===== src/rtl/dc_pkg.sv =====
// Shared types and helpers for the DAC-side blocks: FSM state encoding,
// mid-scale code and the clip-to-unsigned saturation function.
package dc_pkg;

  typedef enum logic [1:0] {IDLE, RAMP, RUN} dc_state_t;

  localparam int unsigned CODE_W = 32;

  function automatic logic [CODE_W-1:0] mid_code(input int unsigned w);
    return CODE_W'(1) << (w - 1);
  endfunction

  // Returns {sat, code}: code clipped to [0, 2^w-1], sat set when clipping occurred.
  function automatic logic [CODE_W:0] sat_code(input logic signed [CODE_W+1:0] sum,
                                               input int unsigned w);
    logic [CODE_W-1:0] max_code;
    max_code = (w >= CODE_W) ? '1 : ((CODE_W'(1) << w) - CODE_W'(1));
    if (sum[CODE_W+1]) begin
      return {1'b1, {CODE_W{1'b0}}};
    end
    if (sum > $signed({2'b00, max_code})) begin
      return {1'b1, max_code};
    end
    return {1'b0, sum[CODE_W-1:0]};
  endfunction

endpackage


===== src/rtl/dc_offset_ramp.sv =====
// DC offset soft-ramp: walks cur_offset toward target by at most RAMP_STEP
// every RAMP_DIV cycles, so retargets never step the DAC output abruptly.
module dc_offset_ramp
  import dc_pkg::*;
#(
  parameter int unsigned DATA_WIDTH = 12,
  parameter int unsigned RAMP_STEP  = 16,
  parameter int unsigned RAMP_DIV   = 4
) (
  input  logic                  i_clk,
  input  logic                  i_rst_n,
  input  logic [DATA_WIDTH-1:0] i_offset,
  input  logic                  i_offset_load,
  output logic [DATA_WIDTH-1:0] o_cur_offset,
  output logic                  o_ramp_done
);

  localparam int unsigned           DIV_W    = (RAMP_DIV > 1) ? $clog2(RAMP_DIV) : 1;
  localparam logic [DIV_W-1:0]      DIV_LAST = DIV_W'(RAMP_DIV - 1);
  localparam logic [DATA_WIDTH-1:0] STEP     = DATA_WIDTH'(RAMP_STEP);
  localparam logic [DATA_WIDTH-1:0] MID      = DATA_WIDTH'(mid_code(DATA_WIDTH));

  dc_state_t             r_state, w_nxt_state;
  logic [DIV_W-1:0]      r_div, w_nxt_div;
  logic [DATA_WIDTH-1:0] r_target, w_nxt_target;
  logic [DATA_WIDTH-1:0] r_cur, w_nxt_cur;

  logic                  w_up;
  logic                  w_update;
  logic [DATA_WIDTH-1:0] w_dist;
  logic [DATA_WIDTH-1:0] w_step;
  logic [DATA_WIDTH-1:0] w_stepped;

  // Step is clamped to the remaining distance, so the offset never overshoots.
  assign w_up      = (r_target > r_cur);
  assign w_dist    = w_up ? (r_target - r_cur) : (r_cur - r_target);
  assign w_step    = (w_dist > STEP) ? STEP : w_dist;
  assign w_stepped = w_up ? (r_cur + w_step) : (r_cur - w_step);
  assign w_update  = (r_div == DIV_LAST);

  always_ff @(posedge i_clk) begin
    if (!i_rst_n) begin
      r_state  <= IDLE;
      r_div    <= '0;
      r_target <= MID;
      r_cur    <= '0;
    end else begin
      r_state  <= w_nxt_state;
      r_div    <= w_nxt_div;
      r_target <= w_nxt_target;
      r_cur    <= w_nxt_cur;
    end
  end

  always_comb begin
    w_nxt_state  = r_state;
    w_nxt_div    = r_div;
    w_nxt_target = r_target;
    w_nxt_cur    = r_cur;
    case (r_state)
      IDLE: begin
        w_nxt_state = RAMP;
        w_nxt_div   = '0;
      end
      RAMP: begin
        w_nxt_div = w_update ? '0 : (r_div + DIV_W'(1));
        if (w_update) begin
          w_nxt_cur = w_stepped;
        end
        // A load on the arrival edge keeps the ramp going toward the new target.
        if (i_offset_load) begin
          w_nxt_target = i_offset;
        end else if (w_update && (w_stepped == r_target)) begin
          w_nxt_state = RUN;
        end
      end
      RUN: begin
        if (i_offset_load) begin
          w_nxt_target = i_offset;
          if (i_offset != r_cur) begin
            w_nxt_state = RAMP;
            w_nxt_div   = '0;
          end
        end
      end
      default: w_nxt_state = IDLE;
    endcase
  end

  assign o_cur_offset = r_cur;
  assign o_ramp_done  = (r_state == RUN);

endmodule


===== src/rtl/dc_restore.sv =====
// Adds the soft-ramped DC offset back onto zero-mean samples and saturates the
// result into unsigned DAC codes through a 2-stage pipeline.
module dc_restore
  import dc_pkg::*;
#(
  parameter int unsigned DATA_WIDTH = 12,
  parameter int unsigned RAMP_STEP  = 16,
  parameter int unsigned RAMP_DIV   = 4
) (
  input  logic                         dac_clk,
  input  logic                         stable,
  input  logic signed [DATA_WIDTH:0]   data_in,
  input  logic                         in_en,
  input  logic        [DATA_WIDTH-1:0] offset_in,
  input  logic                         offset_load,
  output logic        [DATA_WIDTH-1:0] data_out,
  output logic                         sat,
  output logic                         ramp_done
);

  logic        [DATA_WIDTH-1:0] w_cur_offset;
  logic signed [DATA_WIDTH+1:0] w_in_ext;
  logic signed [DATA_WIDTH+1:0] w_sum;
  logic signed [DATA_WIDTH+1:0] r_sum;
  logic signed [CODE_W+1:0]     w_sum_wide;
  logic        [CODE_W:0]       w_sat_res;
  logic                         w_unused_hi;
  logic        [DATA_WIDTH-1:0] r_data_out;
  logic                         r_sat;

  dc_offset_ramp #(
    .DATA_WIDTH (DATA_WIDTH),
    .RAMP_STEP  (RAMP_STEP),
    .RAMP_DIV   (RAMP_DIV)
  ) u_ramp (
    .i_clk         (dac_clk),
    .i_rst_n       (stable),
    .i_offset      (offset_in),
    .i_offset_load (offset_load),
    .o_cur_offset  (w_cur_offset),
    .o_ramp_done   (ramp_done)
  );

  assign w_in_ext   = in_en ? {data_in[DATA_WIDTH], data_in} : '0;
  assign w_sum      = w_in_ext + $signed({2'b00, w_cur_offset});
  assign w_sum_wide = {{(CODE_W - DATA_WIDTH){r_sum[DATA_WIDTH+1]}}, r_sum};
  assign w_sat_res  = sat_code(w_sum_wide, DATA_WIDTH);
  assign w_unused_hi = |w_sat_res[CODE_W-1:DATA_WIDTH];

  always_ff @(posedge dac_clk) begin
    if (!stable) begin
      r_sum      <= '0;
      r_data_out <= '0;
      r_sat      <= 1'b0;
    end else begin
      r_sum      <= w_sum;
      r_data_out <= w_sat_res[DATA_WIDTH-1:0];
      r_sat      <= w_sat_res[CODE_W];
    end
  end

  assign data_out = r_data_out;
  assign sat      = r_sat;

endmodule


===== config.mk =====
export PLATFORM = sky130hd
export DESIGN_NAME = dc_restore
export DESIGN_NICKNAME = d
export VERILOG_FILES = /design/src/rtl/dc_pkg.sv /design/src/rtl/dc_offset_ramp.sv /design/src/rtl/dc_restore.sv
export SDC_FILE = /design/constraint.sdc
export NUM_CORES = 1
export LEC_CHECK = 0
export ABC_AREA = 1
export ABC_CLOCK_PERIOD_IN_PS = 5890
export CAP_MARGIN = 20
export CORE_MARGIN = 3
export CORE_UTILIZATION = 60
export DETAILED_ROUTE_END_ITERATION = 10
export GPL_TIMING_DRIVEN = 0
export PLACE_DENSITY_LB_ADDON = 0.1
export SETUP_SLACK_MARGIN = 0.1
export SYNTH_ARGS = -nofsm -noshare
export SYNTH_HDL_FRONTEND = slang
export SYNTH_HIERARCHICAL = 1
export SYNTH_SLANG_ARGS = --single-unit

===== constraint.sdc =====
create_clock -name dac_clk -period 5.89 [get_ports dac_clk]
set_clock_uncertainty 0.2 [all_clocks]
set_input_delay 0.589 -clock dac_clk [delete_from_list [all_inputs] [get_ports dac_clk]]
set_output_delay 0.589 -clock dac_clk [all_outputs]
set_load 0.005 [all_outputs]

==> flow_metrics.tcl, run 1 <==
set metrics [dict create \
    htree_levels 2 \
    cp.required_ns 5.95 \
    worst_pin_slew_ns 0.488 \
    worstSetupPathType "register to register" \
    yosys_most_used_dff "dfxtp_1" \
    die_y_um 101 \
    clk_pin_slew_ns 0.12 \
    route.detailed.drc 0 \
    core_area_sq_um 8460 \
    clockRootBuffer "clkbuf_8" \
    grt_overflow_total 0 \
    cp-end-kind "register" \
    setup_violations 0 \
    first_pass_iters 6 \
    critPathMaxStageDelay_ns 0.45 \
    vias 5806 \
    critPathCapture "u_ramp/r_state[0]" \
    start_kind "register" \
    grt_pass1_wl_um 23800 \
    dr.first_iter.drc_count 422 \
    io_pins 43 \
    final_net_count 1046 \
    powerDensity_nw_per_um2 381 \
    post-route-min-period_ns 5.50 \
    place_congestion 0.936 \
    finalHoldViolCount 0 \
    place_ws_ns 0.134 \
    critPathMaxFanout 10 \
    synthTopCellsByCount "nand2_1 (265), inv_1 (180), nor2_1 (84)" \
    tritoncts "built" \
    clock-sinks 55 \
    wl_met2_um 6770 \
    antenna_cells 0 \
    min_path_cells 2 \
    area_delta_synth_final_pct 16.4 \
    fmax_ghz 0.182 \
    dieArea_sq_um 10100 \
    rsz0062_at_grt "false" \
    ant_nets 0 \
    synth_top_area_share_pct 20.5 \
    critPathLaunch "u_ramp/r_target[1]" \
    cts_buffer_depth 2 \
    hpwl_um 11900 \
    wl_met1_um 6650 \
    slew_headroom_pct 67.4 \
    slowest_stage "dfxtp_1" \
    synth_cell_types 41 \
    slew_viol_final 0 \
    status "finished, final reports clean" \
    critPathMostFrequentCell "nand2_1" \
    fin_ws_ns 0.385 \
    synth.area.top_cells "dfxtp_1 (21%), nand2_1 (19%), inv_1 (13%), ha_1 (12%), nor2_1 (5.9%)" \
    route.met3.wl_um 1110 \
    grtUsageTotal_pct 29.0 \
    rr_endpoint "u_ramp/r_state[0]" \
    fp.dieW_um 101 \
    synth.avg_cell_area_sq_um 5.95 \
    leakagePower_nw 3.38 \
    hold_class "register to register" \
    synth_edf_count 0 \
    rrSetupSlack_ns 0.39 \
    synth_fp_nets 988 \
    layout-drive-gt1-share_pct 9.36 \
    timing.rr.start "u_ramp/r_target[1]" \
    rows 33 \
    ys_warn_count 6 \
    ir_worst_vdd_uv 216 \
    period_share_pct 93.5 \
    synth_area_leader_cell "dfxtp_1" \
    worst_skew_pair.late_latency_ns 0.32 \
    synth-seq-cells 55 \
    syn_area_sq_um 5370 \
    netlist_instances 903 \
    antenna_found_initial 0 \
    tns_ns 0 \
    grt_max_degree 20 \
    synth-seq-area-share_pct 20.5 \
    synth.most_common_cell "nand2_1" \
    grt_pass1_vias 5220 \
    numCtsBuffers 5 \
    max_cap_violations 0 \
    async_flop_share_pct 0 \
    port-buffer-count 42 \
    wl_per_cell_um 13.9 \
    drt-total-wl_um 14800 \
    vias_per_cell 5.44 \
    top_layer_used "met4" \
    r2r_cells 37 \
    start_util_pct 63.4 \
    critical_path_arrival_ns 5.57 \
]
worst min path at each step:
stage | startpoint | endpoint | slack (ns)
finish | r_sum[8] | data_out[8] | 0.26
global route | r_sum[1] | data_out[1] | 0.28
CTS | r_sum[8] | data_out[8] | 0.26
detailed placement | r_sum[4] | data_out[4] | 0.24
global placement | r_sum[6] | data_out[6] | 0.24
floorplan | r_sum[0] | data_out[0] | 0.23
cells in the final DEF (no fill, tap or decap), types with 12 or more instances in the layout:
cell type	Yosys	layout
nor2_1	84	83
nand4_1	19	19
ha_1	52	43
dfxtp_1	55	43
a21oi_1	55	55
xor2_1	21	19
o21ai_0	35	33
nand2_2	10	12
nand3_1	54	53
clkdlybuf4s50_1	0	42
buf_4	3	12
nand2_1	265	263
inv_1	180	177
worst max-delay path, delay by kind of cell (launching register included):
family | cells | cell delay (ns)
simple gates | 23 | 2.37
flops | 1 | 0.45
compound gates | 2 | 0.33
buf+inv | 6 | 0.62
xor+xnor | 3 | 0.49
fa+ha+maj | 3 | 0.97
metal layers:
metal / vias up / track usage (%)
met5: - / 0
met4: 0 / 7.88
met3: 34 / 2.42
met2: 229 / 47.3
met1: 2628 / 41.0
li1: 2915 / -
layout make-up:
class	count	area (sq um)
clock buffers	5	68.8
well taps	105	131
clock inverters	3	27.5
plain buffers	13	70.1
repair buffers	51	488
flip-flops and latches	55	1140
inverters	186	706
multi-input cells	649	3620
fillers	720	2210
power by group:
group | internal [W] | leakage [nW] | switching [W]
clock | 0.0000878 | 0.0463 | 0.000140
sequential | 0.000414 | 0.458 | 0.0000414
combinational | 0.000612 | 2.88 | 0.00109
total | 0.00111 | 3.38 | 0.00127
kinds of logic after synthesis:
kind of cell             Yosys count  share of synthesized area, %
AO/OA/AOI/OAI                    104                          10.4
XOR/XNOR                          27                          4.40
adder cells (fa/ha/maj)           56                          13.6
buffers and inverters            199                          14.3
flip-flops                        55                          20.5
AND/OR/NAND/NOR                  462                          36.7
per-stage QoR:
step / power [W] / hold slack [ns] / area [sq um] / cells / util (%)
4_1_cts: 0.00226 / 0.264 / 6020 / 1058 / 71.1
3_3_place_gp: 0.00197 / 0.236 / 5920 / 1050 / 70.0
6_report: 0.00238 / 0.264 / 6250 / 1067 / 73.9
2_1_floorplan: 0.00168 / 0.225 / 5370 / 903 / -
5_1_grt: 0.00260 / 0.281 / 6250 / 1067 / 73.9
3_5_place_dp: 0.00202 / 0.237 / 5920 / 1050 / 70.0
timing repair:
item                                    CTS  global route
endpoints found under the setup margin    0             5
resized for setup                         0            53
setup buffers                             0             9
hold buffers                              0             0
flip-flops by register name (all words and copies together), names as in the netlist:
signal               count
u_ramp/r_div             2
u_ramp/r_target         12
r_sum                   14
data_out                12
u_ramp/r_state           2
u_ramp/o_cur_offset     12
sat                      1
Power figures use the tool's default switching activity.
==> inputs of run 2 (changes only) <==
--- a/config.mk
+++ b/config.mk
@@ -14,6 +14,7 @@
 export GPL_TIMING_DRIVEN = 0
 export PLACE_DENSITY_LB_ADDON = 0.1
 export SETUP_SLACK_MARGIN = 0.1
+export SLEW_MARGIN = 20
 export SYNTH_ARGS = -nofsm -noshare
 export SYNTH_HDL_FRONTEND = slang
 export SYNTH_HIERARCHICAL = 1
==> results of run 2 <==
Same layout as run 1: the final DEF is identical, and so are final timing and power.
==> inputs of run 3 (changes only) <==
--- a/config.mk
+++ b/config.mk
@@ -8,6 +8,7 @@
 export ABC_AREA = 1
 export ABC_CLOCK_PERIOD_IN_PS = 5890
 export CAP_MARGIN = 20
+export CORE_ASPECT_RATIO = 1.1
 export CORE_MARGIN = 3
 export CORE_UTILIZATION = 60
 export DETAILED_ROUTE_END_ITERATION = 10
==> flow_metrics.tcl, run 3 (same netlist as run 1, synthesis figures left out) <==
set metrics [dict create \
    status "finished, final reports clean" \
    port-buffer-count 42 \
    io_pins 43 \
    worstSetupPathType "register to register" \
    rows 35 \
    slew_headroom_pct 65.3 \
    ir_worst_vdd_uv 223 \
    route.detailed.drc 0 \
    rr_endpoint "u_ramp/r_state[0]" \
    powerDensity_nw_per_um2 383 \
    core_area_sq_um 8540 \
    critical_path_arrival_ns 5.71 \
    finalNonFillerCells 1073 \
    tns_ns 0 \
    placed_cells 1056 \
    layout-drive-gt1-share_pct 9.36 \
    hold_class "register to register" \
    r2r_cells 35 \
    first_pass_iters 6 \
    tritoncts "built" \
    finalHoldViolCount 0 \
    critPathMaxStageDelay_ns 0.43 \
    htree_levels 2 \
    vias_per_cell 5.36 \
    grt_pass1_wl_um 23400 \
    clock-sinks 55 \
    grt_overflow_total 0 \
    multiInputGateArea_sq_um 3600 \
    hpwl_um 12000 \
    rrSetupSlack_ns 0.25 \
    timing.rr.start "u_ramp/o_cur_offset[0]" \
    cp-end-kind "register" \
    fin_ws_ns 0.253 \
    period_share_pct 95.7 \
    worst_pin_slew_ns 0.521 \
    drt-total-wl_um 14900 \
    vias 5755 \
    critPathCapture "u_ramp/r_state[0]" \
    fp.dieW_um 96.2 \
    nFillCells 750 \
    final_common_cell "nand2_1" \
    largest_reg_flops 14 \
    top_register "r_sum" \
    grtUsageTotal_pct 28.8 \
    max_cap_violations 0 \
    cts_buffer_depth 2 \
    area_delta_synth_final_pct 16.2 \
    worst_skew_pair.late_latency_ns 0.32 \
    ant_nets 0 \
    power_w 0.00239 \
    numCtsBuffers 5 \
    dieArea_sq_um 10100 \
    dr.first_iter.drc_count 346 \
    clk_pin_slew_ns 0.12 \
    cp.required_ns 5.96 \
    critPathMaxFanout 10 \
    start_util_pct 62.9 \
    grt_max_degree 20 \
    fmax_ghz 0.177 \
    critPathLaunch "u_ramp/o_cur_offset[0]" \
    place_congestion 0.925 \
    min_path_cells 2 \
    final_cell_mix "nand2_1 (263), inv_1 (176), nor2_1 (83)" \
    post-route-min-period_ns 5.64 \
    final_net_count 1046 \
    antenna_cells 0 \
    clockRootBuffer "clkbuf_8" \
    grt_pass1_vias 5170 \
    wl_per_cell_um 13.8 \
    die_y_um 105 \
    setup_violations 0 \
    leakagePower_nw 3.38 \
    area.sequential_sq_um 1140 \
    antenna_found_initial 0 \
    start_kind "register" \
    slowest_stage "dfxtp_2" \
    slew_viol_final 0 \
    place_ws_ns 0.171 \
]
## run 3: area by class of cell
cell class              instances  area share [%]
multi-input cells             650            57.8
plain buffers                  13            1.18
clock buffers                   5            1.10
well taps                     111            2.23
repair buffers                 50            7.70
flip-flops and latches         55            18.2
clock inverters                 3           0.441
inverters                     186            11.3
## run 3: metrics by stage
stage	instance area, sq um	hold WS (ns)	util [%]
after CTS	6030	0.266	70.6
after global placement	5930	0.238	69.4
after floorplan	5370	0.225	-
final	6240	0.264	73.1
after detailed placement	5930	0.237	69.4
after global routing	6240	0.284	73.1
## run 3: how the worst min path moves through the flow
stage | to | from
global placement | data_out[6] | r_sum[6]
global route | data_out[0] | r_sum[0]
floorplan | data_out[0] | r_sum[0]
detailed placement | data_out[1] | r_sum[1]
finish | data_out[1] | r_sum[1]
CTS | data_out[1] | r_sum[1]
## run 3: where the power goes
group	internal, W	total (W)	switching, W
clock	0.0000880	0.000235	0.000147
sequential	0.000415	0.000454	0.0000389
combinational	0.000603	0.00170	0.00110
## run 3: layer usage
layer  vias up  wire [um]  global-route usage (%)
li1       2925          -                       -
met1      2602       6740                    40.2
met2       206       7000                    47.8
met3        22        875                    2.50
met4         0        239                    6.00
met5         -          0                       0
## run 3: what timing repair did
action | in CTS | in global routing
buffers inserted | 0 | 8
gates resized for setup | 0 | 53
endpoints found under the setup margin | 0 | 4
hold buffers | 0 | 0
## run 3: critical path, delay by kind of cell (launching register included)
family / cells / cell delay (ns)
fa+ha+maj: 3 / 0.99
compound gates: 2 / 0.37
buf+inv: 6 / 0.53
flops: 1 / 0.43
xor+xnor: 3 / 0.51
simple gates: 21 / 2.53
